`config.mk`:
```
export PLATFORM = sky130hd
export DESIGN_NAME = instr_decode_buf
export DESIGN_NICKNAME = d
export VERILOG_FILES = /design/src/rtl/mips_decode_pkg.sv /design/src/rtl/instr_fields.sv /design/src/rtl/instr_decode_buf.sv
export SDC_FILE = /design/constraint.sdc
export NUM_CORES = 1
export LEC_CHECK = 0
export BUFFER_PORTS_ARGS = -buffer_cell sky130_fd_sc_hd__buf_2
export CAP_MARGIN = 0
export CORE_MARGIN = 2
export CORE_UTILIZATION = 35
export CTS_CLUSTER_SIZE = 16
export DETAILED_ROUTE_END_ITERATION = 10
export GPL_TIMING_DRIVEN = 1
export HOLD_SLACK_MARGIN = 0.15
export PLACE_DENSITY_LB_ADDON = 0.3
export RECOVER_POWER = 50
export SLEW_MARGIN = 25
export SYNTH_ARGS = -nofsm -noshare
export SYNTH_HDL_FRONTEND = slang
export SYNTH_SLANG_ARGS = --single-unit
```
`constraint.sdc`:
```
create_clock -name clk -period 3.7 [get_ports clk]
set_input_delay 0.925 -clock clk [delete_from_list [all_inputs] [get_ports clk]]
set_output_delay 0.925 -clock clk [all_outputs]
set_load 0.1 [all_outputs]
```
`src/rtl/mips_decode_pkg.sv`:
```
// MIPS instruction field positions and opcode constants shared by the fetch-to-decode buffer.
package mips_decode_pkg;

    localparam int INSTR_W = 32;

    localparam int OPC_HI = 31;
    localparam int OPC_LO = 26;
    localparam int RS_HI  = 25;
    localparam int RS_LO  = 21;
    localparam int RT_HI  = 20;
    localparam int RT_LO  = 16;
    localparam int RD_HI  = 15;
    localparam int RD_LO  = 11;
    localparam int SH_HI  = 10;
    localparam int SH_LO  = 6;
    localparam int FN_HI  = 5;
    localparam int FN_LO  = 0;

    localparam int IMM_W   = 16;
    localparam int JADDR_W = 26;

    localparam logic [5:0] OPC_RTYPE = 6'h00;

endpackage

```
`src/rtl/instr_fields.sv`:
```
// Combinational MIPS field slicer/extender with jump-target computation; zero latency,
// no backpressure. Every output is forced to 0 while i_vld is low.
module instr_fields
    import mips_decode_pkg::*;
#(
    parameter int PC_W = 32,
    parameter int XLEN = 32
) (
    input  logic               i_vld,
    input  logic [INSTR_W-1:0] i_instr,
    input  logic [PC_W-1:0]    i_pc,
    output logic [5:0]         o_opcode,
    output logic [4:0]         o_rs,
    output logic [4:0]         o_rt,
    output logic [4:0]         o_rd,
    output logic [4:0]         o_shamnt,
    output logic [5:0]         o_fnct,
    output logic [XLEN-1:0]    o_imm_sext,
    output logic [XLEN-1:0]    o_imm_zext,
    output logic [PC_W-1:0]    o_jtarget,
    output logic [PC_W-1:0]    o_pc,
    output logic               o_is_rtype
);

    // Only the 256 MB region bits of pc+4 survive into the jump target.
    localparam logic [PC_W-1:0] REGION_MASK = ~PC_W'(28'hFFF_FFFF);

    logic [IMM_W-1:0] w_imm;
    logic [PC_W-1:0]  w_pc4;
    logic [PC_W-1:0]  w_jt;

    assign w_imm = i_instr[IMM_W-1:0];
    assign w_pc4 = i_pc + PC_W'(4);
    assign w_jt  = (w_pc4 & REGION_MASK) | PC_W'({i_instr[JADDR_W-1:0], 2'b00});

    assign o_opcode   = i_vld ? i_instr[OPC_HI:OPC_LO] : '0;
    assign o_rs       = i_vld ? i_instr[RS_HI:RS_LO]   : '0;
    assign o_rt       = i_vld ? i_instr[RT_HI:RT_LO]   : '0;
    assign o_rd       = i_vld ? i_instr[RD_HI:RD_LO]   : '0;
    assign o_shamnt   = i_vld ? i_instr[SH_HI:SH_LO]   : '0;
    assign o_fnct     = i_vld ? i_instr[FN_HI:FN_LO]   : '0;
    assign o_imm_sext = i_vld ? XLEN'(signed'(w_imm))  : '0;
    assign o_imm_zext = i_vld ? XLEN'(w_imm)           : '0;
    assign o_jtarget  = i_vld ? w_jt                   : '0;
    assign o_pc       = i_vld ? i_pc                   : '0;
    assign o_is_rtype = i_vld && (i_instr[OPC_HI:OPC_LO] == OPC_RTYPE);

endmodule

```
`src/rtl/instr_decode_buf.sv`:
```
// Fetch-to-decode circular buffer presenting a pre-decoded head; push into empty is visible
// one edge later. in_ready drops when full (no same-cycle pass-through); head holds while stalled.
module instr_decode_buf
    import mips_decode_pkg::*;
#(
    parameter int DEPTH = 4,
    parameter int PC_W  = 32,
    parameter int XLEN  = 32
) (
    input  logic                     clk,
    input  logic                     rst,
    input  logic                     in_valid,
    output logic                     in_ready,
    input  logic [INSTR_W-1:0]       in_instr,
    input  logic [PC_W-1:0]          in_pc,
    input  logic                     flush,
    output logic                     out_valid,
    input  logic                     out_ready,
    output logic [5:0]               out_opcode,
    output logic [4:0]               out_rs,
    output logic [4:0]               out_rt,
    output logic [4:0]               out_rd,
    output logic [4:0]               out_shamnt,
    output logic [5:0]               out_fnct,
    output logic [XLEN-1:0]          out_imm_sext,
    output logic [XLEN-1:0]          out_imm_zext,
    output logic [PC_W-1:0]          out_jtarget,
    output logic [PC_W-1:0]          out_pc,
    output logic                     out_is_rtype,
    output logic [$clog2(DEPTH):0]   out_count
);

    localparam int PW = $clog2(DEPTH);
    localparam int CW = PW + 1;
    localparam logic [CW-1:0] DEPTH_C = CW'(DEPTH);

    logic [INSTR_W-1:0] r_instr_mem [DEPTH];
    logic [PC_W-1:0]    r_pc_mem    [DEPTH];
    logic [PW-1:0]      r_wr_ptr;
    logic [PW-1:0]      r_rd_ptr;
    logic [CW-1:0]      r_count;

    logic w_push;
    logic w_pop;

    assign in_ready  = !rst && (r_count < DEPTH_C);
    assign out_valid = (r_count != '0);
    assign out_count = r_count;
    assign w_push    = in_valid && in_ready;
    assign w_pop     = out_valid && out_ready;

    always_ff @(posedge clk or posedge rst) begin
        if (rst) begin
            r_wr_ptr <= '0;
            r_rd_ptr <= '0;
            r_count  <= '0;
        end else if (flush) begin
            r_wr_ptr <= '0;
            r_rd_ptr <= '0;
            r_count  <= '0;
        end else begin
            if (w_push) r_wr_ptr <= r_wr_ptr + PW'(1);
            if (w_pop)  r_rd_ptr <= r_rd_ptr + PW'(1);
            case ({w_push, w_pop})
                2'b10:   r_count <= r_count + CW'(1);
                2'b01:   r_count <= r_count - CW'(1);
                default: r_count <= r_count;
            endcase
        end
    end

    // Payload storage carries no reset; validity is tracked solely by r_count.
    always_ff @(posedge clk) begin
        if (w_push && !flush) begin
            r_instr_mem[r_wr_ptr] <= in_instr;
            r_pc_mem[r_wr_ptr]    <= in_pc;
        end
    end

    instr_fields #(
        .PC_W (PC_W),
        .XLEN (XLEN)
    ) u_fields (
        .i_vld      (out_valid),
        .i_instr    (r_instr_mem[r_rd_ptr]),
        .i_pc       (r_pc_mem[r_rd_ptr]),
        .o_opcode   (out_opcode),
        .o_rs       (out_rs),
        .o_rt       (out_rt),
        .o_rd       (out_rd),
        .o_shamnt   (out_shamnt),
        .o_fnct     (out_fnct),
        .o_imm_sext (out_imm_sext),
        .o_imm_zext (out_imm_zext),
        .o_jtarget  (out_jtarget),
        .o_pc       (out_pc),
        .o_is_rtype (out_is_rtype)
    );

endmodule

```
# == Yosys cells after proc, flatten, opt, wreduce, memory -nomap -nowiden ==
# Memories as Yosys holds them, arrays and structs flattened.
# Index checks and enable logic that the tools add are counted.
# word_totals
ff_bits,7
ramBits,256
input_bits,69
elab_cells,44
n_memories,2
# mem_list
name,depth,word_bits,rd,rd_clocked_by_memory_dff,write_ports,line,source
r_instr_mem,4,32,1,0,1,instr_decode_buf.sv:37,logic [INSTR_W-1:0] r_instr_mem [DEPTH];
r_pc_mem,4,32,1,0,1,instr_decode_buf.sv:38,logic [PC_W-1:0] r_pc_mem [DEPTH];
# op_classes
add_sub_neg,5
n_lt_le_gt_ge,1
eq_ne,2
n_mux,18
bitwise,1
n_reduce_logical,12
# op_table
cell,count
$mux W32,3
$add A32 B3 Y32 const B,1
$or A32 B28 Y32,1
$mux W5,4
$mux W16,1
$mux W6,2
$mux W2,4
$logic_not A6 Y1,1
$pmux W3 S2,1
$reduce_bool A3 Y1,2
$logic_and A1 B1 Y1,5
$add A2 B1 Y2 const B,2
$reduce_bool A2 Y1,2
$add A3 B1 Y3 const B,1
$lt A3 B3 Y1 const B,1
$mux W3,1
$sub A3 B1 Y3 const B,1
$eq A2 B1 Y1 const B,1
$eq A2 B2 Y1 const B,1
$logic_not A1 Y1,2
$mux W1,2

# == Depth between registers and ports, before layout ==
# Gate-level depths: netlist of the first run.
# depth
word_depth,6
mapped_depth,8
depth_no_buf,8

# == Modules after synthesis ==
# From an unflattened synthesis of the first run, not the netlist that was laid out.
# hier_totals
hier_cells,573
hier_area_um2,10990.5
# modules_own_cells
mod,instances,cells_each,area_per_inst_um2
instr_decode_buf,1,381,9669.3
instr_fields,1,192,1321.3

# == Worst setup path before layout of the first run ==
# No wires, ideal clock.
# synth_path
path_type,reg2out
startpoint,register r_rd_ptr[0]
endpoint,output out_is_rtype
arrival_ns,4.833
t_required_ns,2.775
setup_slack_ns,-2.058
stages_incl_launch_ff,7
n_path_buf,3
cell_sequence,dfrtp_1 buf_6 buf_8 buf_2 mux4_2 or4_1 nor4_1
# synth_between
elab_chain_cells,3
# synth_lines
element,line,source
"start, declared",instr_decode_buf.sv:40,logic [PW-1:0] r_rd_ptr;
"start signal, assigned",instr_decode_buf.sv:63,if (w_pop) r_rd_ptr <= r_rd_ptr + PW'(1);
$mem_v2 Z4 W32,n/a,
$logic_not A6 Y1,instr_fields.sv:46,assign o_is_rtype = i_vld && (i_instr[OPC_HI:OPC_LO] == OPC_RTYPE);
$logic_and A1 B1 Y1,instr_fields.sv:46,
"end, declared",instr_decode_buf.sv:29,"output logic out_is_rtype,"
# Every way passes these cells.

# == Worst setup path in the final report of the first run ==
# layout_path
startpoint,register r_rd_ptr[0]
endpoint,output out_jtarget[29]
# layout_between
elab_chain_cells,4
# layout_lines
element,line,source
$mem_v2 Z4 W32,n/a,
$add A32 B3 Y32,instr_fields.sv:33,assign w_pc4 = i_pc + PC_W'(4);
$or A32 B28 Y32,instr_fields.sv:34,"assign w_jt = (w_pc4 & REGION_MASK) | PC_W'({i_instr[JADDR_W-1:0], 2'b00});"
$mux W32,instr_fields.sv:44,assign o_jtarget = i_vld ? w_jt : '0;
"end, declared",instr_decode_buf.sv:27,"output logic [PC_W-1:0] out_jtarget,"
# Every way passes these cells.

==> results.md, run 1 <==
- Starting density of the core: 35.7%
- Main area contributors after synthesis: edfxtp_1, mux4_2, buf_4
- WL/cell: 18.9 µm
- CTS Sinks: 263
- Largest net degree at the start of global routing: 58
- Synthesis Warnings: 0
- Pre-CTS setup slack: -39.2 ps
- Die Ht: approximately 180 µm
- # setup viols final: 4
- Fmax: 246 MHz
- Failing checks: capacitance limit, slew limit, setup timing
- Yosys cell types: 37
- Drt drc: 0
- TritonCTS clock tree: yes
- # fillers: around 2700
- Final Slew Violations: 44
- Synth async-reset ratio: between 2 and 3%
- Total global-route track usage: 13.3%
- Post-DR vias/cell: 4.70
- Seq cells post-synth: 263
- Worst EP arrival: ~3100 ps
- DIE AREA: between 0.03 and 0.04 mm²
- GP Congestion: 0.714
- Min-delay worst type: primary input to asynchronous set/reset pin
- Clock-pin slew on the worst setup and hold paths: 60 ps
- Initial DRC count: just over 400
- Post-synth EDFFs: 256
- Routed WL: around 22000 µm
- H-tree depth: 1
- Pre-antenna DRT Iters: 5
- Status: finished with violations
- Worst-Skew Late Latency: 530 ps
- Final period util: 110%
- Area delta synth->final: 20.3%
- DIE WIDTH: 181 µm
- Worst rel slew slack: -21.5%
- Worst reg2reg path startpoint: out_count[2]
- CP Capture Type: output port
- Synth Cell Area: 0.0110 mm²
- Final worst path period need: 4060 ps
- Port Buffers: 216
- Critical Path Fanout Max: 8
- Register Area: approximately 0.0079 mm²
- Yosys top cell by area: edfxtp_1
- Post-synth top area share: 69.8%
- TritonCTS Buffers: 28
- Reg2Reg Depth: 6
- I/O Pins: 235
- Final Util: 43.0%
- Final worst slack: -361 ps
- RSZ-0062 raised after global routing: true
- Most frequent cells in the layout: edfxtp_1, buf_2, clkbuf_1
- Syn_area_per_cell: 19.2 µm²
- Std-Cell Rows: 64
- Sequential area share after synthesis: 71.3%
- Most common cell after layout, fill and taps aside: edfxtp_1
- Hold_ws: 322 ps
- Clock Path Buffers: 3
- ANT nets after route: 0
- Crit path required time: 2770 ps
- Congestion Overflow GR: 0
- Vias in the first global route: 5745
- Global-route wire length before repair: 33500 µm
- Worst Clk Skew: 7.09 ps
- NumNets Final: 828
- Register-to-register setup slack: around 230 ps
- Area of the multi-input gates: 0.00247 mm²
- Initial antenna violation count: 3
- CP startpoint kind: flop
- Dominant synthesized flop cell: edfxtp_1
- Hold Vio Cnt, Final: 0
- Cells after Synth: 575
- Max_cap viols: 2
- Vias: 5507
- Core area: 0.0308 mm²
- Layout cells sized above 1: 42.2%
- Root Buffer: clkbuf_16
- Setup TNS Final: -1220 ps
- Reg-to-reg endpoint: r_instr_mem[1][8]
- Kind of critical path: flop to output port
- Tightest Pin Transition: about 1800 ps
- Post-DP HPWL: 14700 µm
[kinds of logic (layout without fill, tap and decap cells)]
family	count (synthesis)	after routing	synth area share [%]
flip-flops	263	263	71.3
buffers and inverters	121	304	7.66
AND/OR/NAND/NOR	105	105	5.84
multiplexers	65	65	13.6
AO/OA/AOI/OAI	11	11	0.556
adder cells (fa/ha/maj)	5	5	0.636
XOR/XNOR	4	4	0.318
other	1	19	0.0340
[critical path, stage by stage (launching register included)]
cell and delay, ps:
dfrtp_4 500, buf_12 150, mux4_1 340, nand4_1 120
or4_4 570, or4b_4 550, a21oi_4 170, buf_12 190
[worst max path at each step]
stage               depth (start not counted)        start  slack [ps]              end
finish                                      7  r_rd_ptr[0]        -360  out_jtarget[29]
global route                                7  r_rd_ptr[0]        -470  out_jtarget[29]
detailed placement                          7  r_rd_ptr[0]         -40  out_jtarget[29]
floorplan                                   6  r_rd_ptr[0]        -270     out_is_rtype
global placement                            7  r_rd_ptr[0]         0.7  out_jtarget[29]
CTS                                         7  r_rd_ptr[0]        -450  out_jtarget[29]
[stage by stage]
| stage | instances | instance area (µm²) |
|---|---|---|
| 2_1_floorplan | 592 | 11200 |
| 3_3_place_gp | 1113 | 12300 |
| 3_5_place_dp | 1113 | 12300 |
| 4_1_cts | 1171 | 13400 |
| 5_1_grt | 1171 | 13300 |
| 6_report | 1172 | 13300 |
[Yosys cell counts (2+ instances only)]
master	n
a21oi_1	5
and2_1	69
and3_1	2
and4_2	3
buf_1	3
buf_2	7
buf_4	92
buf_6	2
clkbuf_1	10
dfrtp_1	7
edfxtp_1	256
ha_1	4
inv_1	5
mux4_1	13
mux4_2	51
nand2_1	3
nand3_1	2
nand4_1	6
nor2_1	9
o21ai_0	4
or3_1	3
or4_1	2
xnor2_1	2
xor2_1	2
[registers in the layout, indices dropped and copies added, names as in the netlist]
| signal | count |
|---|---|
| r_wr_ptr | 2 |
| r_instr_mem | 128 |
| r_pc_mem | 128 |
| out_count | 3 |
| r_rd_ptr | 2 |
[cell type report]
| type | count | share of cell area (%) |
|---|---|---|
| antenna | 1 | 0.0189 |
| clock buffer | 31 | 5.37 |
| clock inverter | 20 | 1.92 |
| inverter | 5 | 0.142 |
| multi-input combinational | 208 | 18.6 |
| sequential | 263 | 59.4 |
| tap | 396 | 3.74 |
| timing repair buffer | 248 | 10.8 |
[timing repair]
action / in CTS / in global routing
hold buffers: 0 / 0
gates resized for setup: 20 / 1
endpoints found under the setup margin: 27 / 5
setup buffers: 7 / 0
gates cloned: 1 / 0
pin swaps: 11 / 3
[routing by layer]
layer / global-route usage [%] / share of wire [%] / routed length (µm)
met1: 18.7 / 45 / 9940
met2: 21.2 / 46 / 10300
met3: 3.43 / 7.3 / 1620
met4: 2.67 / 1.3 / 284
met5: 0 / 0.13 / 28
Power of run 1 is not shown: default switching activity piles up to over one toggle a cycle in this logic, so the estimate is an artifact.
==> run 2: changes to the inputs <==
--- a/config.mk
+++ b/config.mk
@@ -9,13 +9,14 @@
 export CAP_MARGIN = 0
 export CORE_MARGIN = 2
 export CORE_UTILIZATION = 35
-export CTS_CLUSTER_SIZE = 16
+export CTS_CLUSTER_SIZE = 10
 export DETAILED_ROUTE_END_ITERATION = 10
 export GPL_TIMING_DRIVEN = 1
 export HOLD_SLACK_MARGIN = 0.15
-export PLACE_DENSITY_LB_ADDON = 0.3
+export PLACE_DENSITY = 0.56
 export RECOVER_POWER = 50
 export SLEW_MARGIN = 25
 export SYNTH_ARGS = -nofsm -noshare
 export SYNTH_HDL_FRONTEND = slang
+export SYNTH_HIERARCHICAL = 1
 export SYNTH_SLANG_ARGS = --single-unit
==> run 2 against run 1 <==
Net effect: the flow finishes with violations (setup timing); cell area decreased by 1.7%; setup slack improved by 270 ps; flip-flop and latch count unchanged; cell count decreased by 1.8%; non-clock buffer count decreased by 12; utilization decreased by 0.62 points; count of clock-buffer cells in the layout increased by 7; area after synthesis decreased by 0.27%; die area decreased by 0.26%; global-route usage increased by 0.28 points; register-to-register slack improved by 1200 ps.
==> results.md, run 2 <==
- Status: finished with violations
- Failing checks: setup timing
- CTS Sinks: 263
- Area of the multi-input gates: 0.00245 mm²
- GP Congestion: ~0.73
- Main area contributors after synthesis: edfxtp_1, mux4_2, buf_4
- Fmax: around 260 MHz
- Critical path origin: r_rd_ptr[0]
- # setup viols final: 5
- Min-delay worst type: primary input to asynchronous set/reset pin
- Worst rel slew slack: 64.6%
- Dominant synthesized flop cell: edfxtp_1
- Crit path max-delay cell type: dfrtp_4
- Worst-Skew Late Latency: 550 ps
- Pre-antenna DRT Iters: 4
- DIE WIDTH: roughly 180 µm
- Core area: around 0.031 mm²
- Synth Cell Area: roughly 0.011 mm²
- I/O Pins: 235
- Die Ht: 181 µm
- Crit path required time: 2770 ps
- DIE AREA: 0.0328 mm²
- Yosys cell types: 40
- Most used cell along the critical path: buf_12
- Final period util: 102%
- CP Capture Type: output port
- Root Buffer: clkbuf_16
- Drt drc: 0
- RSZ-0062 raised after global routing: true
- Area delta synth->final: 18.6%
- Seq cells post-synth: between 200 and 300
- # fillers: 2748
- Initial DRC count: 260
- Largest net degree at the start of global routing: 43
- Layout cells sized above 1: ~43%
- Cells after Synth: 573
- Tightest Pin Transition: 534 ps
- TritonCTS clock tree: yes
- Setup TNS Final: -268 ps
- Slowest stage delay, CP: 530 ps
- Post-DP HPWL: 14300 µm
- NumNets Final: 818
- Critical Path Fanout Max: 14
- Post-DR vias/cell: between 4 and 5
- Synthesis Warnings: 6
- Register Area: about 0.008 mm²
- Most frequent cells in the layout: edfxtp_1, buf_2, clkbuf_1
- Vias: 5556
- Sequential area share after synthesis: 71.5%
- Register-to-register setup slack: 1440 ps
- Worst Clk Skew: between 20 and 25 ps
- Worst EP arrival: 2870 ps
- Post-synth EDFFs: 256
- Synth async-reset ratio: 2.66%
- Final worst slack: -90.3 ps
- Starting density of the core: 35.7%
- Commonest cells post-synth: edfxtp_1, buf_4, and2_1, mux4_2, nor2_1
- Final worst path period need: around 3800 ps
- Hold Vio Cnt, Final: 0
- H-tree depth: 1
- Pre-CTS setup slack: 373 ps
- Final Util: 42.4%
- Total global-route track usage: 13.6%
- TritonCTS Buffers: 31
- WL/cell: 19.6 µm
- ANT nets after route: 0
- Worst reg2reg path startpoint: out_count[2]
- Final Slew Violations: 0
- Critical path cell sequence: buf_12, mux4_2, nand4_1, nor4_4, buf_4, nand3_1, mux2_2, buf_12
- Congestion Overflow GR: 0
- Std-Cell Rows: 64
- Kind of critical path: flop to output port
- Clock-pin slew on the worst setup and hold paths: 50 ps
- Clock Path Buffers: 3
- Routed WL: roughly 23000 µm
- Initial antenna violation count: 1
- Most frequent cell after synthesis: edfxtp_1
- Vias in the first global route: 5929
- Global-route wire length before repair: 34400 µm
- CP startpoint kind: flop
- Max_cap viols: 0
- Post-synth top area share: 69.9%
- Yosys top cell by area: edfxtp_1
- Most common cell after layout, fill and taps aside: edfxtp_1
- Syn_area_per_cell: about 19 µm²
- Port Buffers: 216
run 2: what timing repair did:
item	4_1_cts	5_1_grt
endpoints found under the hold margin	0	0
pin swaps	5	1
endpoints found under the setup margin	23	5
cloned	1	0
gates resized for setup	5	4
hold buffers	0	0
setup buffers	1	1
run 2: logic make-up (layout without fill, tap and decap cells):
group / count (synthesis) / count (layout) / share of synthesized area, %
compound gates: 6 / 6 / 0.399
xor+xnor: 4 / 4 / 0.387
fa+ha+maj: 5 / 5 / 0.638
buf+inv: 121 / 285 / 7.56
flops: 263 / 263 / 71.5
mux: 68 / 68 / 13.5
other cells: 1 / 19 / 0.0341
simple gates: 105 / 105 / 5.93
run 2: layout make-up:
type,instances,share of cell area [%]
Sequential cell,263,60.4
Multi-Input combinational cell,206,18.8
Inverter,6,0.173
Timing Repair Buffer,236,10.3
Tap cell,396,3.80
Antenna cell,1,0.0192
Clock inverter,5,0.384
Clock buffer,38,6.15
run 2: path summary, 6_finish.rpt:
path,end,cells after the start
worst min register to register,r_wr_ptr[1],2
worst max register to register,r_instr_mem[1][18],4
max in group asynchronous,r_rd_ptr[0],2
worst max-delay path,out_jtarget[30],8
worst min-delay path,out_count[2],2
min in group clk,r_wr_ptr[1],2
run 2: worst max-delay path: cells and delay by family (launching register included):
kind,cells,cell delay (ps)
buf+inv,3,540
flops,1,530
mux,2,670
simple gates,3,580
run 2: through the flow:
step	cell area, µm²	hold WS [ps]	std cells
floorplan	11100	539	590
global placement	12200	525	1104
detailed placement	12200	557	1104
CTS	13100	328	1149
global route	13000	340	1150
finish	13000	341	1151
run 2: metal layers:
layer / share of wire (%) / GRT usage, %
met5: 0 / 0
met4: 1.7 / 2.73
met3: 6.9 / 3.27
met2: 50 / 24.1
met1: 41 / 17.0
Power of run 2 is left out for the same reason.
==> run 3: changes to the inputs <==
--- a/config.mk
+++ b/config.mk
@@ -7,13 +7,15 @@
 export LEC_CHECK = 0
 export BUFFER_PORTS_ARGS = -buffer_cell sky130_fd_sc_hd__buf_2
 export CAP_MARGIN = 0
+export CELL_PAD_IN_SITES_DETAIL_PLACEMENT = 1
+export CELL_PAD_IN_SITES_GLOBAL_PLACEMENT = 1
 export CORE_MARGIN = 2
 export CORE_UTILIZATION = 35
 export CTS_CLUSTER_SIZE = 10
 export DETAILED_ROUTE_END_ITERATION = 10
 export GPL_TIMING_DRIVEN = 1
 export HOLD_SLACK_MARGIN = 0.15
-export PLACE_DENSITY = 0.56
+export PLACE_DENSITY = 0.64
 export RECOVER_POWER = 50
 export SLEW_MARGIN = 25
 export SYNTH_ARGS = -nofsm -noshare
==> run 3 against run 2 <==
Net effect: the run ends with capacitance limit, slew limit, setup timing left; hold slack worse by 27 ps; flip-flop and latch count unchanged; sequential share of layout area shrank 0.89 points; critical path type unchanged; first-iteration DRC count increased by 36%; die area unchanged; critical endpoint is now out_jtarget[31].
==> results.md, run 3 (same netlist as run 2, synthesis figures left out) <==
- Global-route wire length before repair: approximately 37000 µm
- Die Ht: 181 µm
- Highest routed layer: met5
- Met2 wire length: 12300 µm
- Layout cells sized above 1: between 40% and 50%
- Final worst path period need: 3840 ps
- Drt drc: 0
- Final period util: 104%
- Critical Path Fanout Max: 11
- CP startpoint kind: flop
- Worst EP arrival: 2910 ps
- DIE WIDTH: 181 µm
- Largest net degree at the start of global routing: 65
- Pre-antenna DRT Iters: 4
- Worst-Skew Late Latency: 560 ps
- Setup TNS Final: -391 ps
- Most common cell after layout, fill and taps aside: edfxtp_1
- Congestion Overflow GR: 0
- Total global-route track usage: approximately 15%
- Most frequent cells in the layout: edfxtp_1, buf_2, clkbuf_1
- ANT nets after route: 0
- Final worst slack: -139 ps
- Tightest Pin Transition: 2020 ps
- Starting density of the core: 35.7%
- Failing checks: capacitance limit, slew limit, setup timing
- I/O Pins: 235
- GP Congestion: ~0.74
- CP Capture Type: output port
- Port Buffers: ~220
- Met1 wire length: just under 10000 µm
- Dpl cell area: between 0.01 and 0.015 mm²
- Post-DP HPWL: 15600 µm
- Pre-CTS setup slack: 259 ps
- H-tree depth: 1
- Hold Vio Cnt, Final: 0
- Initial DRC count: 353
- Worst Clk Skew: roughly 8.0 ps
- Crit path required time: 2770 ps
- TritonCTS Buffers: 31
- # setup viols final: 5
- Fmax: about 260 MHz
- Clock-pin slew on the worst setup and hold paths: 60 ps
- Root Buffer: clkbuf_16
- Status: finished with violations
- Max_cap viols: 3
- Std-Cell Rows: 64
- Routed WL: 24600 µm
- Area delta synth->final: 20.4%
- Clock Path Buffers: 3
- Final Slew Violations: 118
- Initial antenna violation count: 3
- Post-DR vias/cell: 4.82
- TritonCTS clock tree: yes
- WL/cell: 20.8 µm
- Vias in the first global route: 6215
- Kind of critical path: flop to output port
- CTS Sinks: around 260
- Post-route cell area: approximately 0.013 mm²
- Core area: 0.0307 mm²
- NumNets Final: around 830
- Vias: around 5700
- Min-delay worst type: primary input to asynchronous set/reset pin
- RSZ-0062 raised after global routing: true
- Met3 wire len: 1830 µm
- DIE AREA: 0.0328 mm²
- Worst rel slew slack: -34.7%
[run 3: cell count changes in the layout (fill, tap and decap cells not counted), sizes merged]
cell / previous run / this run
clkinv: 3 / 1
clkbuf: 103 / 136
buf: 171 / 169
diode: 1 / 2
inv: 7 / 8
bufinv: 1 / 0
[run 3: worst paths after layout]
check | from | end | slack [ps] | cells past startpoint
worst min register to register | r_wr_ptr[1] | r_wr_ptr[1] | 580 | 2
max in group asynchronous | rst | r_rd_ptr[1] | 3120 | 2
worst max-delay path | r_rd_ptr[0] | out_jtarget[31] | -140 | 7
worst max register to register | out_count[2] | r_instr_mem[0][28] | 360 | 4
min in group clk | r_wr_ptr[1] | r_wr_ptr[1] | 580 | 2
worst min-delay path | rst | r_rd_ptr[0] | 310 | 2
[run 3: area by class of cell]
cell class / instances / area [µm²]
Inverter: 6 / 22.5
Clock buffer: 55 / 876
Sequential cell: 263 / 7870
Tap cell: 396 / 495
Multi-Input combinational cell: 206 / 2450
Antenna cell: 2 / 5.00
Clock inverter: 3 / 33.8
Fill cell: 3037 / 17500
Timing Repair Buffer: 250 / 1480
[run 3: stage by stage]
| stage | utilization (%) | cells | hold WS (ps) |
|---|---|---|---|
| global placement | 39.6 | 1104 | 564 |
| global route | 43.0 | 1179 | 327 |
| floorplan | - | 590 | 539 |
| detailed placement | 39.6 | 1104 | 577 |
| finish | 43.0 | 1181 | 314 |
| CTS | 43.2 | 1178 | 308 |
[run 3: what timing repair did]
item,CTS,global route
setup endpoints to repair,91,50
hold buffers,0,0
buffers inserted,16,1
pin swaps,7,3
resized for setup,17,21
[run 3: metal layers]
layer	vias to the layer above	GRT usage [%]
met5	-	0
met4	2	3.58
met3	44	4.19
met2	235	26.2
met1	2914	18.0
li1	2492	-
[run 3: worst max-delay path, cell delays in order, from the launching register on]
cell	delay [ps]
dfrtp_4	540
buf_12	180
mux4_2	360
nand4_1	250
nor3b_4	330
nand4_1	170
mux2_4	350
buf_12	170
Power of run 3 is left out for the same reason.
